--- src/rtl/fifo_flex_if.sv ---
// Ready/valid bundle between a producer, fifo_flex and a consumer.
// The FIFO side takes the slave modport; the bench/parent drives master.
interface fifo_flex_if #(
  parameter int WIDTH = 8,
  parameter int CNT_W = 4
) ();
  logic             p2f_irdy;
  logic [WIDTH-1:0] data_in;
  logic             f2p_trdy;
  logic             f2c_irdy;
  logic [WIDTH-1:0] data_out;
  logic             c2f_trdy;
  logic             flush;
  logic [CNT_W-1:0] count;
  logic             almost_full;
  logic             almost_empty;

  modport master (
    output p2f_irdy, data_in, c2f_trdy, flush,
    input  f2p_trdy, f2c_irdy, data_out,
    input  count, almost_full, almost_empty
  );

  modport slave (
    input  p2f_irdy, data_in, c2f_trdy, flush,
    output f2p_trdy, f2c_irdy, data_out,
    output count, almost_full, almost_empty
  );
endinterface

--- src/rtl/fifo_flex.sv ---
// Parametrised ready/valid FIFO with occupancy count,
// almost-full/almost-empty flags and synchronous flush.
module fifo_flex #(
  parameter int WIDTH     = 8,
  parameter int DEPTH     = 8,
  parameter int AF_THRESH = DEPTH - 1,
  parameter int AE_THRESH = 1,
  parameter int PTR_W     = $clog2(DEPTH),
  parameter int CNT_W     = $clog2(DEPTH + 1)
) (
  input  logic clk,
  input  logic rst_n,
  fifo_flex_if.slave bus
);

  if (DEPTH < 2) begin : g_bad_depth
    $error("fifo_flex: DEPTH must be >= 2");
  end
  if (AF_THRESH < 1 || AF_THRESH > DEPTH) begin : g_bad_af
    $error("fifo_flex: AF_THRESH out of range 1..DEPTH");
  end
  if (AE_THRESH < 0 || AE_THRESH > DEPTH - 1) begin : g_bad_ae
    $error("fifo_flex: AE_THRESH out of range 0..DEPTH-1");
  end

  localparam logic [CNT_W-1:0] FULL_C = CNT_W'(DEPTH);
  localparam logic [CNT_W-1:0] AF_C   = CNT_W'(AF_THRESH);
  localparam logic [CNT_W-1:0] AE_C   = CNT_W'(AE_THRESH);
  localparam logic [PTR_W-1:0] LAST_P = PTR_W'(DEPTH - 1);
  localparam logic [PTR_W-1:0] ONE_P  = PTR_W'(1);
  localparam logic [CNT_W-1:0] ONE_C  = CNT_W'(1);

  logic [PTR_W-1:0] rd_ptr_q, rd_ptr_d;
  logic [PTR_W-1:0] wr_ptr_q, wr_ptr_d;
  logic [CNT_W-1:0] count_q, count_d;
  logic [WIDTH-1:0] mem_q [DEPTH];

  logic full, empty, enq, deq;

  // Status depends only on the registered count, never on handshakes.
  assign full  = (count_q == FULL_C);
  assign empty = (count_q == '0);
  assign enq   = bus.p2f_irdy & ~full;
  assign deq   = bus.c2f_trdy & ~empty;

  assign bus.f2p_trdy     = ~full;
  assign bus.f2c_irdy     = ~empty;
  assign bus.data_out     = empty ? '0 : mem_q[rd_ptr_q];
  assign bus.count        = count_q;
  assign bus.almost_full  = (count_q >= AF_C);
  assign bus.almost_empty = (count_q <= AE_C);

  always_comb begin
    rd_ptr_d = rd_ptr_q;
    wr_ptr_d = wr_ptr_q;
    count_d  = count_q;
    if (bus.flush) begin
      rd_ptr_d = '0;
      wr_ptr_d = '0;
      count_d  = '0;
    end else begin
      if (enq) begin
        wr_ptr_d = (wr_ptr_q == LAST_P) ? '0 : wr_ptr_q + ONE_P;
      end
      if (deq) begin
        rd_ptr_d = (rd_ptr_q == LAST_P) ? '0 : rd_ptr_q + ONE_P;
      end
      unique case ({enq, deq})
        2'b10:   count_d = count_q + ONE_C;
        2'b01:   count_d = count_q - ONE_C;
        default: count_d = count_q;
      endcase
    end
  end

  always_ff @(posedge clk or negedge rst_n) begin
    if (!rst_n) begin
      rd_ptr_q <= '0;
      wr_ptr_q <= '0;
      count_q  <= '0;
    end else begin
      rd_ptr_q <= rd_ptr_d;
      wr_ptr_q <= wr_ptr_d;
      count_q  <= count_d;
    end
  end

  // Storage holds no reset; stale entries are unreachable via the pointers.
  always_ff @(posedge clk) begin
    if (enq && !bus.flush) begin
      mem_q[wr_ptr_q] <= bus.data_in;
    end
  end

endmodule

--- src/flat_wrapper.sv ---
// flat-port wrapper written by rule: the top's interface ports become plain ports
module fifo_flex_flat 
#(
  parameter int WIDTH     = 8,
  parameter int DEPTH     = 8,
  parameter int AF_THRESH = DEPTH - 1,
  parameter int AE_THRESH = 1,
  parameter int PTR_W     = $clog2(DEPTH),
  parameter int CNT_W     = $clog2(DEPTH + 1)
)
  (clk, rst_n, bus_p2f_irdy, bus_data_in, bus_c2f_trdy, bus_flush, bus_f2p_trdy, bus_f2c_irdy, bus_data_out, bus_count, bus_almost_full, bus_almost_empty);
  fifo_flex_if #(.WIDTH(WIDTH), .CNT_W(CNT_W)) bus_i ();
  input  logic clk;
  input  logic rst_n;
  input wire logic [$bits(bus_i.p2f_irdy)-1:0] bus_p2f_irdy;
  input wire logic [$bits(bus_i.data_in)-1:0] bus_data_in;
  input wire logic [$bits(bus_i.c2f_trdy)-1:0] bus_c2f_trdy;
  input wire logic [$bits(bus_i.flush)-1:0] bus_flush;
  output wire logic [$bits(bus_i.f2p_trdy)-1:0] bus_f2p_trdy;
  output wire logic [$bits(bus_i.f2c_irdy)-1:0] bus_f2c_irdy;
  output wire logic [$bits(bus_i.data_out)-1:0] bus_data_out;
  output wire logic [$bits(bus_i.count)-1:0] bus_count;
  output wire logic [$bits(bus_i.almost_full)-1:0] bus_almost_full;
  output wire logic [$bits(bus_i.almost_empty)-1:0] bus_almost_empty;
  assign bus_i.p2f_irdy = bus_p2f_irdy;
  assign bus_i.data_in = bus_data_in;
  assign bus_i.c2f_trdy = bus_c2f_trdy;
  assign bus_i.flush = bus_flush;
  assign bus_f2p_trdy = bus_i.f2p_trdy;
  assign bus_f2c_irdy = bus_i.f2c_irdy;
  assign bus_data_out = bus_i.data_out;
  assign bus_count = bus_i.count;
  assign bus_almost_full = bus_i.almost_full;
  assign bus_almost_empty = bus_i.almost_empty;
  fifo_flex #(.WIDTH(WIDTH), .DEPTH(DEPTH), .AF_THRESH(AF_THRESH), .AE_THRESH(AE_THRESH), .PTR_W(PTR_W), .CNT_W(CNT_W)) u_core (.clk(clk), .rst_n(rst_n), .bus(bus_i));
endmodule
--- config.mk ---
export PLATFORM = sky130hd
export DESIGN_NAME = fifo_flex_flat
export DESIGN_NICKNAME = d
export VERILOG_FILES = /design/src/rtl/fifo_flex_if.sv /design/src/rtl/fifo_flex.sv /design/src/flat_wrapper.sv
export SDC_FILE = /design/constraint.sdc
export NUM_CORES = 1
export LEC_CHECK = 0
export CORE_MARGIN = 3
export CORE_UTILIZATION = 57
export CTS_CLUSTER_DIAMETER = 120
export DETAILED_ROUTE_END_ITERATION = 8
export HOLD_SLACK_MARGIN = 0.1
export PLACE_DENSITY = 0.77
export SYNTH_ARGS = -nofsm -noshare
export SYNTH_HDL_FRONTEND = slang
export SYNTH_SLANG_ARGS = --single-unit
--- constraint.sdc ---
create_clock -name clk -period 2.9 [get_ports clk]
set_input_delay 0.435 -clock clk [delete_from_list [all_inputs] [get_ports clk]]
set_output_delay 0.435 -clock clk [all_outputs]
set_load 0.01 [all_outputs]
* Word-level counts from Yosys, hierarchy flattened
Memory sizes are Yosys's and may differ from the RTL's.
Index checks and enable logic that the tools add are counted.
** Cells by class
- Add/sub/neg operators :: 4
- Order comparisons :: 2
- Eq/ne operators :: 5
- Multiplexer cells :: 11
- Bitwise operators :: 4
- Reductions and logical operators :: 6
** Operator list (count)
- 3-bit two-way mux :: 6
- 8-bit two-way mux :: 1
- 4-bit one-hot mux with 2 select lines :: 1
- 3-bit by 1-bit adder with 3-bit output (second input constant) :: 2
- 3-bit == test (second input constant) :: 2
- 4-bit by 1-bit adder with 4-bit output (second input constant) :: 1
- 4-bit == test (second input constant) :: 1
- 4-bit by 3-bit greater-or-equal comparator with 1-bit output (second input constant) :: 1
- 4-bit by 1-bit less-or-equal comparator with 1-bit output (second input constant) :: 1
- 4-bit logical NOT :: 1
- 4-bit two-way mux :: 1
- 2-bit nonzero test :: 2
- 4-bit by 1-bit subtractor with 4-bit output (second input constant) :: 1
- 3-bit nonzero test :: 1
- 1-bit bitwise AND :: 2
- 2-bit by 1-bit == test with 1-bit output (second input constant) :: 1
- 2-bit == test (second input constant) :: 1
- 1-bit two-way mux :: 2
- 1-bit inverter :: 2
- 1-bit logical AND :: 1
- 1-bit logical NOT :: 1
** Storage, ports and cells
- Register bits :: 10
- Memory bits (writable) :: 64
- Bits of input ports :: 13
- Output and inout port bits :: 16
- Word-level logic and storage cells :: 36
- Memories kept :: 1
** Memory list
- u_core.mem_q :: words 8, width 8, rd ports 1, clocked after Yosys merged registers in 0, wr ports 1, line fifo_flex.sv:36 : logic [WIDTH-1:0] mem_q [DEPTH];

* Logic depth before layout (Yosys ltp)
- Depth after elaboration :: 6
- Gate-level depth with buffers :: 7
- Mapped depth without buffers :: 6

* Least setup slack after synthesis
No wires, ideal clock.
- Kind :: reg-to-reg
- Start point :: reg u_core.count_q[0], in the netlist u_core.bus.count[0]
- End point :: mem u_core.mem_q[2][0] (enable)
- Setup time :: 370 ps
- Arrival time :: 1837 ps
- Data required time :: 2530 ps
- Path slack :: 693 ps
- Stages on the path, launching flop included :: 7
- Path buffers :: 0
- Clock period less this slack :: 2207 ps
- Path through :: dfrtp_1 -> inv_1 -> ha_1 -> nand3b_4 -> nand2_2 -> or3_1 -> nor2_1
** On the way
- Cells in the longest elaborated chain, start to end :: 6
** Ends and longest elaborated chain
- from (decl) :: line fifo_flex.sv:35 : logic [CNT_W-1:0] count_q, count_d;
- from (signal assigned) :: line fifo_flex.sv:84 : count_q <= count_d;
- 4-bit == test :: line fifo_flex.sv:41 : assign full = (count_q == FULL_C);
- 1-bit inverter
- via bus_f2p_trdy :: line flat_wrapper.sv:19 : output wire logic [$bits(bus_i.f2p_trdy)-1:0] bus_f2p_trdy;
- 1-bit bitwise AND :: line fifo_flex.sv:43 : assign enq = bus.p2f_irdy & ~full;
- 1-bit logical AND :: line fifo_flex.sv:90 : if (enq && !bus.flush) begin
- 1-bit two-way mux :: line fifo_flex.sv:90
- 1-bit two-way mux (not written as such) :: line fifo_flex.sv:91 : mem_q[wr_ptr_q] <= bus.data_in;
- to (decl) :: line fifo_flex.sv:36
The timed path passes the listed nets, and every way through them passes these cells.

* Worst setup path after layout
- Start point :: reg u_core.count_q[0], in the netlist u_core.bus.count[0]
- End point :: out bus_data_out[5]
** On the way
- Cells in the longest elaborated chain, start to end :: 2
** Ends and longest elaborated chain
- 4-bit logical NOT :: line fifo_flex.sv:42 : assign empty = (count_q == '0);
- 8-bit two-way mux :: line fifo_flex.sv:48 : assign bus.data_out = empty ? '0 : mem_q[rd_ptr_q];
- to (decl) :: line flat_wrapper.sv:21 : output wire logic [$bits(bus_i.data_out)-1:0] bus_data_out;
No other way between the ends.

==> report_table.html <==
<table>
<tr><th>Metric</th><th>Value</th></tr>
<tr><th colspan="2">Detailed routing</th></tr>
<tr><td>Vias post-DR</td><td>between 1500 and 2000</td></tr>
<tr><td>TritonRoute pass-1 iters</td><td>5</td></tr>
<tr><td>Post-detailed-routing wire length</td><td>roughly 5.9 mm</td></tr>
<tr><td>Drt first-iter violations</td><td>between 100 and 150</td></tr>
<tr><td>Detail Route Antenna Nets</td><td>0</td></tr>
<tr><td>Remaining routing DRC violations</td><td>0</td></tr>
<tr><td>Routed wire length per instance</td><td>between 15 and 20 um</td></tr>
<tr><td>Via density</td><td>between 5 and 6</td></tr>
<tr><th colspan="2">Place</th></tr>
<tr><td>Post-detailed-placement half-perimeter wirelength</td><td>just under 4 mm</td></tr>
<tr><td>Cells after DPL</td><td>between 200 and 300</td></tr>
<tr><td>Routability cong.</td><td>between 0.7 and 0.8</td></tr>
<tr><td>Number of buffers inserted by port buffering</td><td>28</td></tr>
<tr><th colspan="2">Clock tree</th></tr>
<tr><td>Reg clk slew, reported paths</td><td>approximately 70 ps</td></tr>
<tr><td>Number of CTS-inserted buffers</td><td>9</td></tr>
<tr><td>TritonCTS clock tree</td><td>built</td></tr>
<tr><td>Cell at the root of the clock tree</td><td>sky130_fd_sc_hd__clkbuf_8</td></tr>
<tr><td>Number of buffers on the longest clock path</td><td>2</td></tr>
<tr><td>Sinks on the clock net</td><td>74</td></tr>
<tr><td>Clock network latency to the later pin of the worst-skew pair</td><td>between 300 and 400 ps</td></tr>
<tr><td>Total number of H-tree levels</td><td>3</td></tr>
<tr><th colspan="2">Synthesis</th></tr>
<tr><td>Flip-flop cell with the highest count after synthesis</td><td>sky130_fd_sc_hd__edfxtp_1</td></tr>
<tr><td>Top-area cell type share of the netlist area</td><td>0.600</td></tr>
<tr><td>Syn nets</td><td>between 200 and 250</td></tr>
<tr><td>Post-synthesis sequential area ratio</td><td>0.678</td></tr>
<tr><td>Distinct cells, synth</td><td>35</td></tr>
<tr><td>Share of synthesized registers carrying an async set or reset</td><td>0.135</td></tr>
<tr><td>Mean instance size in the synthesized netlist</td><td>~17 sq um</td></tr>
<tr><td>FF+latch count, synth</td><td>74</td></tr>
<tr><td>Number of cells produced by synthesis</td><td>between 150 and 200</td></tr>
<tr><td>Warnings from Yosys</td><td>0</td></tr>
<tr><td>Commonest cells post-synth</td><td>64 x sky130_fd_sc_hd__edfxtp_1, 20 x sky130_fd_sc_hd__nor2_1, 16 x sky130_fd_sc_hd__mux4_2</td></tr>
<tr><td>Cell area after technology mapping</td><td>approximately 3200 sq um</td></tr>
<tr><td>Top cells by area in the synthesized netlist</td><td>sky130_fd_sc_hd__edfxtp_1 60%, sky130_fd_sc_hd__mux4_2 11%, sky130_fd_sc_hd__dfrtp_1 7.8%</td></tr>
<tr><td>Cell with the most instances after synthesis</td><td>sky130_fd_sc_hd__edfxtp_1</td></tr>
<tr><td>Library cell occupying the most area in the post-synthesis netlist</td><td>sky130_fd_sc_hd__edfxtp_1</td></tr>
<tr><td>Post-synth EDFFs</td><td>64</td></tr>
<tr><th colspan="2">Timing</th></tr>
<tr><td>Final setup TNS</td><td>0 ps</td></tr>
<tr><td>Finish-stage setup viols</td><td>0</td></tr>
<tr><td>Count of pins over their slew limit</td><td>0</td></tr>
<tr><td>WHS</td><td>434 ps</td></tr>
<tr><td>Final cycle utilization of the critical path</td><td>0.944</td></tr>
<tr><td>Number of hold violations in the final report</td><td>0</td></tr>
<tr><td>Unrepaired setup endpoints after global routing</td><td>no</td></tr>
<tr><td>Post-layout minimum cycle time</td><td>between 2000 and 3000 ps</td></tr>
<tr><td>Max Clk Rate</td><td>365 MHz</td></tr>
<tr><td>Worst-Margin Slew</td><td>between 600 and 700 ps</td></tr>
<tr><td>Final worst clock skew</td><td>roughly 5.9 ps</td></tr>
<tr><td>Slew Limit Headroom</td><td>0.583</td></tr>
<tr><th colspan="2">Global routing</th></tr>
<tr><td>Total GRT Usage</td><td>0.208</td></tr>
<tr><td>Maximum number of pins on one net before global-route repair</td><td>20</td></tr>
<tr><td>Antenna violations before repair</td><td>0</td></tr>
<tr><td>Number of global-route vias before repair</td><td>approximately 1900</td></tr>
<tr><td>Global-route wire length before repair</td><td>roughly 9.7 mm</td></tr>
<tr><td>Overall overflow remaining after global route</td><td>0</td></tr>
<tr><th colspan="2">Power</th></tr>
<tr><td>Power per standard cell area</td><td>771 nW/um^2</td></tr>
<tr><td>Leakage power summed over all cells</td><td>between 1 and 1.5 nW</td></tr>
<tr><td>Total Power</td><td>approximately 2.9 mW</td></tr>
<tr><td>Worst supply voltage drop on vdd</td><td>about 0.49 mV</td></tr>
<tr><th colspan="2">Die</th></tr>
<tr><td>Row count</td><td>26</td></tr>
<tr><td>Starting utilization of the core area</td><td>0.608</td></tr>
<tr><td>Placeable core area</td><td>5270 sq um</td></tr>
<tr><td>Die W</td><td>81.0 um</td></tr>
<tr><td>I/O pin total</td><td>29</td></tr>
<tr><td>Die area</td><td>around 6600 sq um</td></tr>
<tr><td>Overall die height</td><td>around 81 um</td></tr>
<tr><th colspan="2">Flow run</th></tr>
<tr><td>Number of maximum-capacitance constraint violations</td><td>0</td></tr>
<tr><th colspan="2">Finish</th></tr>
<tr><td>Net count, final</td><td>250</td></tr>
<tr><td>Layout fillers</td><td>around 360</td></tr>
<tr><td>Layout overhead on the synthesized area</td><td>19.1%</td></tr>
<tr><td>Area occupied by registers</td><td>between 2000 and 2500 sq um</td></tr>
<tr><td>Layout cell share with drive strength beyond 1</td><td>0.238</td></tr>
<tr><td>Non-filler instance count after layout</td><td>approximately 310</td></tr>
<tr><td>Multi-input combinational cell area</td><td>968 sq um</td></tr>
<tr><td>Count of antenna diodes in the layout</td><td>0</td></tr>
<tr><th colspan="2">Worst setup path</th></tr>
<tr><td>CP max FO</td><td>11</td></tr>
<tr><td>WP data arrival</td><td>approximately 2300 ps</td></tr>
<tr><td>CP Class</td><td>reg2out</td></tr>
<tr><td>Required time worst endpoint</td><td>~2500 ps</td></tr>
<tr><td>Startpoint type of the worst setup path</td><td>register</td></tr>
<tr><td>CP Capture Type</td><td>primary output</td></tr>
<tr><th colspan="2">Outcome</th></tr>
<tr><td>Status</td><td>complete, no violations</td></tr>
<tr><th colspan="2">Worst hold path</th></tr>
<tr><td>Hold Path Class</td><td>in2async</td></tr>
</table>
layer usage:
metal  track usage  vias up  share of wire
met5             0        -              0
met2         0.336       69           0.53
met4        0.0743        0         0.0065
met1         0.278      925           0.40
li1              -      806              -
met3        0.0499        4          0.069
layout make-up:
class	count	area share
flip-flops and latches	74	0.569
multi-input cells	99	0.254
inverters	3	0.00295
clock inverters	6	0.0151
repair buffers	43	0.103
well taps	70	0.0229
clock buffers	10	0.0334
placed cells by master, fill, tap and decap left out, types with 4 or more instances in the layout:
master	count
sky130_fd_sc_hd__clkbuf_8	9
sky130_fd_sc_hd__a21oi_1	7
sky130_fd_sc_hd__nor2_1	20
sky130_fd_sc_hd__mux2i_1	10
sky130_fd_sc_hd__nand2_1	7
sky130_fd_sc_hd__ha_1	7
sky130_fd_sc_hd__edfxtp_1	64
sky130_fd_sc_hd__dfrtp_1	9
sky130_fd_sc_hd__nor3_1	4
sky130_fd_sc_hd__buf_4	15
sky130_fd_sc_hd__clkdlybuf4s50_1	28
sky130_fd_sc_hd__mux4_2	16
through the flow:
| stage | setup slack [ps] | util | cell area (sq um) |
|---|---|---|---|
| global placement | 532 | 0.689 | 3630 |
| floorplan | 693 | - | 3210 |
| finish | 163 | 0.725 | 3820 |
| detailed placement | 465 | 0.689 | 3630 |
| CTS | 58.4 | 0.724 | 3820 |
| global route | 13.4 | 0.725 | 3820 |
repair_timing:
item,CTS,global route
hold endpoints to repair,0,0
resized for setup,0,1
setup endpoints to repair,0,5
hold buffers,0,0
setup buffers,0,0
final timing paths:
kind,cells past startpoint,end,slack (ps),startpoint
setup / recovery,6,bus_data_out[5],160,u_core.bus.count[0]
hold / removal,1,u_core.wr_ptr_q[1],430,rst_n
setup reg to reg,7,u_core.mem_q[4][2],610,u_core.bus.count[0]
hold reg to reg,2,u_core.wr_ptr_q[0],610,u_core.wr_ptr_q[0]
max in group asynchronous,1,u_core.rd_ptr_q[1],2100,rst_n
min in group clk,2,u_core.wr_ptr_q[0],610,u_core.wr_ptr_q[0]
cells by family after synthesis:
| family | after synthesis | share of synthesized area |
|---|---|---|
| xor+xnor | 1 | 0.00508 |
| flops | 74 | 0.678 |
| simple gates | 50 | 0.0886 |
| compound gates | 13 | 0.0293 |
| mux | 28 | 0.152 |
| buf+inv | 12 | 0.0203 |
| fa+ha+maj | 7 | 0.0273 |
worst max-delay path, stage by stage, from the launching register on:
cell and delay [ps]:
sky130_fd_sc_hd__dfrtp_1 490, sky130_fd_sc_hd__inv_1 100, sky130_fd_sc_hd__ha_1 300, sky130_fd_sc_hd__nor3b_2 180, sky130_fd_sc_hd__buf_4 200, sky130_fd_sc_hd__nor2_1 130
sky130_fd_sc_hd__clkdlybuf4s50_1 550
report_power, final:
group	internal (mW)	switching (mW)	total, mW
clock network	0.391	0.352	0.743
logic	0.506	0.423	0.929
registers	1.20	0.0675	1.27
registers in the layout, summed over array words and instances (netlist names):
signal and cells:
u_core.wr_ptr_q 3, u_core.bus.count 4, u_core.rd_ptr_q 3, u_core.mem_q 64
(Power assumes the default switching activity.)
